--- config.mk ---
export PLATFORM = sky130hd
export DESIGN_NAME = anti_theft_second_timer
export DESIGN_NICKNAME = d
export VERILOG_FILES = /design/src/rtl/anti_theft_second_timer.sv
export SDC_FILE = /design/constraint.sdc
export NUM_CORES = 1
export LEC_CHECK = 0
export BUFFER_PORTS_ARGS = -buffer_cell sky130_fd_sc_hd__buf_2
export CAP_MARGIN = 20
export CORE_MARGIN = 2
export CORE_UTILIZATION = 50
export CTS_CLUSTER_DIAMETER = 30
export DETAILED_ROUTE_END_ITERATION = 10
export PLACE_DENSITY = 0.75
export SETUP_SLACK_MARGIN = 0.1
export SYNTH_ARGS = -nofsm -noshare
export SYNTH_HDL_FRONTEND = slang
export SYNTH_SLANG_ARGS = --single-unit
--- constraint.sdc ---
create_clock -name clk -period 1.6 [get_ports clk]
set_input_delay 0 -clock clk [delete_from_list [all_inputs] [get_ports clk]]
set_output_delay 0 -clock clk [all_outputs]
set_load 0.005 [all_outputs]
--- src/rtl/anti_theft_second_timer.sv ---
// anti_theft_second_timer
//   Programmable seconds countdown for the anti-theft FSM. Four interval slots
//   (arm, driver door, passenger door, alarm-on) are held in a small table.
//   start_timer loads the selected slot into a down-counter. The counter is
//   decremented on each one_hz_enable pulse, and expired pulses for one clk
//   when the count reaches zero.
//   Optional feature macro: TIMER_REMAIN_EN adds the remaining_sec output.
module anti_theft_second_timer #(
  parameter int VALUE_W       = 4,
  parameter int DEF_ARM       = 6,
  parameter int DEF_DRIVER    = 8,
  parameter int DEF_PASSENGER = 15,
  parameter int DEF_ALARM     = 10
) (
  input  logic               clk,
  input  logic               rst,
  input  logic               one_hz_enable,
  input  logic               start_timer,
  input  logic [1:0]         interval,
  input  logic               reprogram,
  input  logic [1:0]         time_param_sel,
  input  logic [VALUE_W-1:0] time_value,
  output logic               busy,
  output logic               expired
`ifdef TIMER_REMAIN_EN
  ,
  output logic [VALUE_W-1:0] remaining_sec
`endif
);

  localparam logic [0:0] ST_IDLE     = 1'b0;
  localparam logic [0:0] ST_COUNTING = 1'b1;

  localparam logic [VALUE_W-1:0] ONE  = VALUE_W'(1);
  localparam logic [VALUE_W-1:0] ZERO = '0;

  localparam logic [VALUE_W-1:0] DEF0 = VALUE_W'(DEF_ARM);
  localparam logic [VALUE_W-1:0] DEF1 = VALUE_W'(DEF_DRIVER);
  localparam logic [VALUE_W-1:0] DEF2 = VALUE_W'(DEF_PASSENGER);
  localparam logic [VALUE_W-1:0] DEF3 = VALUE_W'(DEF_ALARM);

  // A stored interval of zero would make the counter wrap, so it is raised to 1.
  function automatic logic [VALUE_W-1:0] clamp_nonzero(input logic [VALUE_W-1:0] v);
    return (v == ZERO) ? ONE : v;
  endfunction

  logic [0:0]         state_q, state_d;
  logic [VALUE_W-1:0] count_q, count_d;
  logic               busy_q, busy_d;
  logic               expired_q, expired_d;
  logic [VALUE_W-1:0] table_q [4];
  logic [VALUE_W-1:0] table_d [4];

  // Next-state logic: table write, start/retrigger (wins over a tick), countdown.
  always_comb begin
    state_d   = state_q;
    count_d   = count_q;
    busy_d    = busy_q;
    expired_d = 1'b0;
    table_d   = table_q;

    if (reprogram) begin
      table_d[time_param_sel] = clamp_nonzero(time_value);
    end

    // Start reads table_q, so a same-cycle write to the same slot is seen
    // only by the next start.
    if (start_timer) begin
      count_d = table_q[interval];
      state_d = ST_COUNTING;
      busy_d  = 1'b1;
    end else if (one_hz_enable && (state_q == ST_COUNTING)) begin
      if (count_q > ONE) begin
        count_d = count_q - ONE;
      end else begin
        count_d   = ZERO;
        state_d   = ST_IDLE;
        busy_d    = 1'b0;
        expired_d = 1'b1;
      end
    end
  end

  // State, counter, outputs and interval table, with async reset to defaults.
  always_ff @(posedge clk or posedge rst) begin
    if (rst) begin
      state_q    <= ST_IDLE;
      count_q    <= ZERO;
      busy_q     <= 1'b0;
      expired_q  <= 1'b0;
      table_q[0] <= DEF0;
      table_q[1] <= DEF1;
      table_q[2] <= DEF2;
      table_q[3] <= DEF3;
    end else begin
      state_q    <= state_d;
      count_q    <= count_d;
      busy_q     <= busy_d;
      expired_q  <= expired_d;
      table_q    <= table_d;
    end
  end

  assign busy    = busy_q;
  assign expired = expired_q;

`ifdef TIMER_REMAIN_EN
  assign remaining_sec = count_q;
`endif

endmodule
==> run summary, run 1 <==
synth unique cells: 23
Leak: 0.5651 nW
Yosys warnings: 0
first-pass GRT wire length: 3470 um
Ports: 15
Final Skew: 8.604 ps
CTS Sinks: 22
drt wl/cell: 14.05 um
Via density: 5.445
vias in the first global route: 789
reg-to-reg startpoint: count_q[0]$_DFFE_PP0P_
WS Path Type: flop to flop
reg2reg end: count_q[1]$_DFFE_PP0P_
DIE WIDTH: 50.37 um
Die Y-Extent: 50.37 um
setup ws final: 238.1 ps
Worst Setup End Kind: flop
Hold Path Class: primary input to flop
Avg Synthesized Cell Area: 12.64 um2
gpl congestion: 0.7440
Tmin final: 1362 ps
startpoint type of the worst setup path: flop
commonest non-fill, non-tap cell in the layout: buf_2
core area: 0.002002 mm2
Comb pwr share: 22.2%
NetSw: 360.7 uW
beginning of the critical path: count_q[0]$_DFFE_PP0P_
crit path max fanout: 5
maximum clock rate: 734.3 MHz
cell-internal power: 948.7 uW
worst-margin pin slew: 332.5 ps
# DRC: 0
Cell Pwr Density: 1029 mW/mm2
drt total wl: 1925 um
# port buffers: 14
Yosys reg bits: 22
Tcrit/Tclk final: 85.12%
CTS Buf Count: 3
H-tree depth: 1
DR vias: 746
Flop pwr share: 58.5%
antenna-violating nets left: 0
Hold Fails Final Rpt: 0
final-report max-slew violation count: 0
n_diodes: 0
CTS tree: yes
FF-to-FF setup slack: 240 ps
pre-CTS WS: 241.3 ps
CTS max path bufs: 2
initial antenna violation count: 0
crit path capture: count_q[1]$_DFFE_PP0P_
1st-pass router iterations: 4
Initial Util: 53.69%
nets@finish: 126
GR Overflow Total: 0
DR iter-0 viols: 10
clock power share: 19.3%
synthesized net count: 100
CP arrival: 1600 ps
RSZ-0062 raised after global routing: no
post-layout power: 1.309 mW
outcome: finished clean
Peak VDD IR: 0.8126 mV
Die Area: 0.002537 mm2
DP Wirelength: 1460 um
R2R depth: 5
Seq/Total Area, Yosys: 52.27%
max_cap viols: 0
Netlist Area Pre-Place: 0.001075 mm2
Rel. slew slack: 77.55%
most frequent cells in the layout: 14 x buf_2, 13 x dfrtp_1, 12 x mux2_2, 9 x dfstp_2, 8 x nand2_1
pin count of the biggest net entering global routing: 23
site row count: 16
CTS Root Cell: clkbuf_4
share of post-route cells with drive strength above 1: 36.36%
layout overhead on the synthesized area: 18.39%
Post-Synthesis Cells: 85
critical path required time: 1840 ps
number of post-CTS setup repair buffers: 0
sw frac: 27.55%
Setup violations, final: 0
CTS clk-pin slew, worst paths: 120 ps
worst skew pair latency: 300 ps
setup TNS: 0 ps
total track usage: 18.63%
==> what timing repair did <==
action                                 in CTS  in global routing
endpoints found under the hold margin      35                  0
gates resized for setup                     0                  0
hold buffers                                6                  0
==> power by group through the flow <==
stage	combinational (mW)	clock, mW	sequential [mW]
final	0.291	0.253	0.765
after global routing	0.333	0.290	0.783
after CTS	0.295	0.263	0.764
after detailed placement	0.283	0	0.775
after global placement	0.271	0	0.764
after floorplan	0.214	0	0.748
==> worst min-delay path by stage <==
stage	start	to	slack, ps	cells after the start
floorplan	rst	busy$_DFFE_PP0P_	-20	1
global placement	rst	table_q[2]$_DFFE_PP0P_	40	3
detailed placement	rst	expired$_DFF_PP0_	40	3
CTS	one_hz_enable	busy$_DFFE_PP0P_	20	4
global route	one_hz_enable	busy$_DFFE_PP0P_	50	4
finish	one_hz_enable	busy$_DFFE_PP0P_	30	4
==> kinds of logic (layout without fill, tap and decap cells) <==
logic type | Yosys count | count (layout) | share of synthesized area, %
buffers and inverters | 6 | 31 | 2.095
multiplexers | 17 | 17 | 23.28
AND/OR/NAND/NOR | 25 | 25 | 12.22
adder cells (fa/ha/maj) | 2 | 2 | 2.328
AO/OA/AOI/OAI | 13 | 13 | 7.800
flip-flops | 22 | 22 | 52.27
==> flip-flops by register name (all words and copies together), names as in the netlist <==
signal	cells
busy	1
count_q	4
expired	1
table_q	16
==> synth_stat cells, drive strengths merged <==
cell type | count | area, um2
a31oi | 3 | 18.77
and2 | 1 | 6.260
nor3 | 2 | 10.01
nor3b | 1 | 18.77
mux2i | 1 | 10.01
nor4 | 1 | 6.260
nand3 | 2 | 10.01
ha | 2 | 25.02
mux2 | 12 | 135.1
inv | 6 | 22.52
or3 | 1 | 6.260
a21oi | 2 | 10.01
o311ai | 2 | 17.52
o41ai | 2 | 17.52
o21ai | 4 | 20.01
nor2 | 6 | 22.52
mux4 | 4 | 105.1
nand3b | 2 | 15.01
nor2b | 1 | 6.260
nand2 | 8 | 30.03
dfstp | 9 | 236.5
dfrtp | 13 | 325.3
==> layout make-up <==
class                   instances  area, um2
fillers                       171      729.5
flip-flops and latches         22      561.8
multi-input cells              57      490.5
repair buffers                 21      137.6
well taps                      27      33.78
clock buffers                   4      26.28
inverters                       6      22.52
==> layer usage <==
| metal | track usage [%] | share of wire (%) | up-vias |
|---|---|---|---|
| met2 | 35.09 | 54 | 17 |
| met1 | 21.16 | 41 | 357 |
| li1 | - | - | 368 |
| met3 | 1.786 | 3.0 | 4 |
| met4 | 8.108 | 1.7 | 0 |
| met5 | 0 | 0 | - |
==> per-stage QoR <==
stage,util [%],hold slack [ps],std cells,area (um2)
2_1_floorplan,-,-17.44,85,1075
3_3_place_gp,59.25,41.31,127,1186
3_5_place_dp,59.25,42.71,127,1186
4_1_cts,63.56,17.31,137,1272
5_1_grt,63.56,45.08,137,1272
6_report,63.56,26.24,137,1272
==> critical path: stages, from the launching register on <==
cell and delay, ps:
dfrtp_1 430, inv_1 70, ha_1 210, nor2_1 230
o311ai_0 160, a31oi_1 180
No activity file was read; power rests on OpenSTA's default activity.
==> run 2: changes to the inputs <==
- CORE_UTILIZATION: 50 -> 40
- PLACE_DENSITY: 0.75 -> 0.63
==> run summary, run 2 (synthesized netlist as in run 1, its figures left out) <==
outcome: finished clean
Ports: 15
Hold Path Class: primary input to flop
clock power share: 28.5%
layout overhead on the synthesized area: 22.35%
pin count of the biggest net entering global routing: 23
FF-to-FF setup slack: 240 ps
# DRC: 0
max_cap viols: 0
Comb pwr share: 20.2%
antenna-violating nets left: 0
DR vias: 757
CTS Root Cell: clkbuf_4
site row count: 18
initial antenna violation count: 0
nets@finish: 127
CTS tree: yes
share of post-route cells with drive strength above 1: 37.84%
GR met3 Demand/Resource: 4.186%
pre-CTS WS: 255.0 ps
n_diodes: 0
H-tree depth: 1
Final Skew: 4.370 ps
startpoint type of the worst setup path: flop
Multi-input gate area: 493.0 um2
sw frac: 25.29%
WS Path Type: flop to flop
core area: 0.002522 mm2
worst skew pair latency: 310 ps
setup TNS: 0 ps
Leak: 0.5830 nW
Die Area: 0.003118 mm2
gpl congestion: 0.8235
Cell Pwr Density: 1129 mW/mm2
Worst Setup End Kind: flop
fillers: 228
CTS Buf Count: 3
1st-pass router iterations: 4
setup ws final: 244.8 ps
RSZ-0062 raised after global routing: no
CTS clk-pin slew, worst paths: 120 ps
Die Y-Extent: 55.84 um
Peak VDD IR: 0.7896 mV
maximum clock rate: 737.9 MHz
CP arrival: 1540 ps
DR iter-0 viols: 12
worst hold slack: 43.94 ps
most frequent cells in the layout: 14 x buf_2, 13 x dfrtp_1, 12 x mux2_2, 9 x dfstp_2, 8 x nand2_1
Via density: 5.369
Setup violations, final: 0
Rel. slew slack: 78.89%
Reg area: 561.8 um2
total track usage: 13.64%
met1 usage: 15.97%
DIE WIDTH: 55.84 um
Initial Util: 42.61%
GRT busiest layer: met2
drt wl/cell: 13.16 um
Top Registers: table_q: 16 flops, count_q: 4 flops
crit path max fanout: 5
drt total wl: 1856 um
cell-internal power: 1.109 mW
max reg flops: 16
Hold Fails Final Rpt: 0
NetSw: 375.5 uW
commonest non-fill, non-tap cell in the layout: buf_2
Tcrit/Tclk final: 84.70%
# port buffers: 14
critical path required time: 1790 ps
worst-margin pin slew: 312.7 ps
first-pass GRT wire length: 3381 um
DP Wirelength: 1407 um
Tmin final: 1355 ps
vias in the first global route: 777
final-report max-slew violation count: 0
GR Overflow Total: 0
CTS Sinks: 22
met2 usage: 24.49%
Most flops, register: table_q
Flop pwr share: 51.3%
number of post-CTS setup repair buffers: 0
CTS max path bufs: 2
==> run 2: cell type report <==
type                            instances  area share, %
Timing Repair Buffer                   22          11.23
Clock inverter                          1          2.284
Tap cell                               30          2.854
Inverter                                6          1.713
Sequential cell                        22          42.72
Multi-Input combinational cell         57          37.49
Clock buffer                            3          1.713
==> run 2: worst max-delay path: stages, from the launching register on <==
cell and delay (ps):
dfrtp_1 440, inv_1 110, ha_1 190, nor2_2 70
o311ai_0 290, a31oi_1 130
==> run 2: worst paths after layout <==
kind,start,to,cells after the start
max,count_q[0]$_DFFE_PP0P_,count_q[1]$_DFFE_PP0P_,5
min,time_param_sel[1],table_q[12]$_DFFE_PP0P_,3
max reg2reg,count_q[0]$_DFFE_PP0P_,count_q[1]$_DFFE_PP0P_,5
min reg2reg,table_q[8]$_DFFE_PP0P_,table_q[8]$_DFFE_PP0P_,2
max in group asynchronous,rst,table_q[4]$_DFFE_PP1P_,4
min in group asynchronous,rst,table_q[10]$_DFFE_PP0P_,4
==> run 2: stage by stage <==
step / cell area (um2) / instances / utilization, % / power, mW
floorplan: 1075 / 85 / - / 0.9627
global placement: 1190 / 130 / 47.17 / 1.040
detailed placement: 1190 / 130 / 47.17 / 1.055
CTS: 1313 / 141 / 52.03 / 1.496
global route: 1315 / 141 / 52.13 / 1.578
finish: 1315 / 141 / 52.13 / 1.485
==> run 2: timing repair <==
action,in CTS,in global routing
setup endpoints to repair,0,1
hold buffers,7,0
endpoints found under the hold margin,40,0
gates resized for setup,0,2
==> run 2: per-layer routing <==
| layer | share of wire (%) | wire length (um) | vias up |
|---|---|---|---|
| met5 | 0 | 0 | - |
| met4 | 0.75 | 14 | 0 |
| met3 | 3.6 | 67 | 2 |
| met2 | 51 | 950 | 13 |
| met1 | 44 | 823 | 372 |
| li1 | - | - | 370 |
==> run 2: power by group through the flow <==
stage,sequential [mW],clock [mW],combinational [mW]
after global placement,0.767,0,0.273
after CTS,0.761,0.439,0.296
after global routing,0.780,0.461,0.337
final,0.762,0.424,0.300
after floorplan,0.748,0,0.214
after detailed placement,0.772,0,0.282
==> run 3: changes to the inputs <==
- PLACE_DENSITY: 0.63 -> 0.65
- clock period: 1.6 -> 1.2 ns (I/O delays scaled with it)
==> run summary, run 3 (synthesized netlist as in run 1, its figures left out) <==
outcome: finished, violations left
failing checks: negative setup slack
Finished Layout Cells: 144
Placed Instances: 132
metal2 WL: 1022 um
Tcrit/Tclk final: 103.9%
Tmin final: 1247 ps
setup ws final: -47.06 ps
Hold Path Class: primary input to flop
pre-CTS WS: -123.8 ps
max reg flops: 16
Top Metal Used: met4
CTS max path bufs: 2
commonest non-fill, non-tap cell in the layout: buf_2
Hold Fails Final Rpt: 0
DR vias: 780
Rel. slew slack: 80.08%
vias in the first global route: 734
CTS tree: yes
Worst Setup End Kind: flop
1st-pass router iterations: 4
CTS clk-pin slew, worst paths: 120 ps
Most flops, register: table_q
layout overhead on the synthesized area: 28.99%
GR Overflow Total: 0
Critical-path top delay cell: dfrtp_1
core area: 0.002522 mm2
DP Wirelength: 1487 um
WL met1: 876 um
Cell Pwr Density: 1525 mW/mm2
CP peak stage delay: 440 ps
initial antenna violation count: 0
H-tree depth: 1
crit path max fanout: 5
Peak VDD IR: 1.003 mV
CTS Buf Count: 3
drt total wl: 1991 um
clock power share: 26.8%
CTS Root Cell: clkbuf_4
post-layout power: 2.114 mW
Initial Util: 42.61%
CP arrival: 1440 ps
Leak: 0.5968 nW
first-pass GRT wire length: 3374 um
final core occ: 54.96%
n_diodes: 0
nets@finish: 130
maximum clock rate: 801.9 MHz
share of post-route cells with drive strength above 1: 48.25%
cell-internal power: 1.553 mW
total track usage: 13.92%
antenna-violating nets left: 0
Final Skew: 5.491 ps
gpl congestion: 0.7594
final-report max-slew violation count: 0
Flop pwr share: 48.3%
startpoint type of the worst setup path: flop
WS Path Type: flop to flop
worst skew pair latency: 310 ps
Die Area: 0.003118 mm2
Ports: 15
drt wl/cell: 13.83 um
# port buffers: 14
critical path required time: 1390 ps
Die Y-Extent: 55.84 um
sw frac: 26.52%
Top Registers: table_q: 16 flops, count_q: 4 flops
WL met3: 74 um
CTS Sinks: 22
DIE WIDTH: 55.84 um
pin count of the biggest net entering global routing: 23
site row count: 18
max_cap viols: 0
cells along the critical path: inv_2 > ha_4 > nor2_4 > o311ai_1 > a31oi_1
DR iter-0 viols: 11
worst hold slack: 25.53 ps
RSZ-0062 raised after global routing: yes
worst-margin pin slew: 294.2 ps
NetSw: 560.6 uW
Comb pwr share: 24.9%
Setup violations, final: 3
most frequent cells in the layout: 14 x buf_2, 13 x dfrtp_1, 12 x mux2_2, 9 x dfstp_2, 8 x nand2_1
Via density: 5.417
# DRC: 0
run 3: final timing paths:
path	startpoint	to	slack (ps)	cells after the start
max	count_q[0]$_DFFE_PP0P_	count_q[0]$_DFFE_PP0P_	-50	5
min	one_hz_enable	busy$_DFFE_PP0P_	30	4
max reg2reg	count_q[0]$_DFFE_PP0P_	count_q[0]$_DFFE_PP0P_	-50	5
min in group asynchronous	rst	table_q[15]$_DFFE_PP0P_	250	4
min reg2reg	table_q[0]$_DFFE_PP0P_	table_q[0]$_DFFE_PP0P_	490	2
max in group asynchronous	rst	table_q[4]$_DFFE_PP1P_	670	4
run 3: layer usage:
metal,vias up,track usage (%)
li1,376,-
met5,-,0
met4,0,5.102
met3,2,4.651
met1,386,17.44
met2,16,22.45
run 3: worst max-delay path, delay by kind of cell, from the launching register on:
kind                       cells  cell delay, ps
DFF                            1             440
adders and majority gates      1             150
buffers and inverters          1              90
and+or+nand+nor                1              50
AOI/OAI and AO/OA              2             400
run 3: stage by stage:
stage          setup TNS (ps)  cell area, um2
2_1_floorplan          -13.09            1075
3_3_place_gp           -82.16            1205
3_5_place_dp           -361.3            1205
4_1_cts                -34.91            1370
5_1_grt                -301.0            1386
6_report               -81.66            1386
run 3: layout make-up:
cell class / count / area, um2
flip-flops and latches: 22 / 561.8
multi-input cells: 57 / 540.5
inverters: 6 / 22.52
repair buffers: 25 / 171.4
fillers: 218 / 1136
clock buffers: 3 / 22.52
clock inverters: 1 / 30.03
well taps: 30 / 37.54
run 3: power by group through the flow:
stage | combinational, mW | clock [mW] | sequential [mW]
2_1_floorplan | 0.286 | 0 | 0.998
3_3_place_gp | 0.394 | 0 | 1.01
3_5_place_dp | 0.408 | 0 | 1.02
4_1_cts | 0.509 | 0.586 | 1.02
5_1_grt | 0.581 | 0.619 | 1.04
6_report | 0.527 | 0.566 | 1.02
run 3: what timing repair did:
action                     4_1_cts  5_1_grt
buffers inserted                 2        0
pin swaps                        2        4
hold buffers                     6        0
gates resized for setup         13        3
hold endpoints to repair        39        0
setup endpoints to repair        6        6
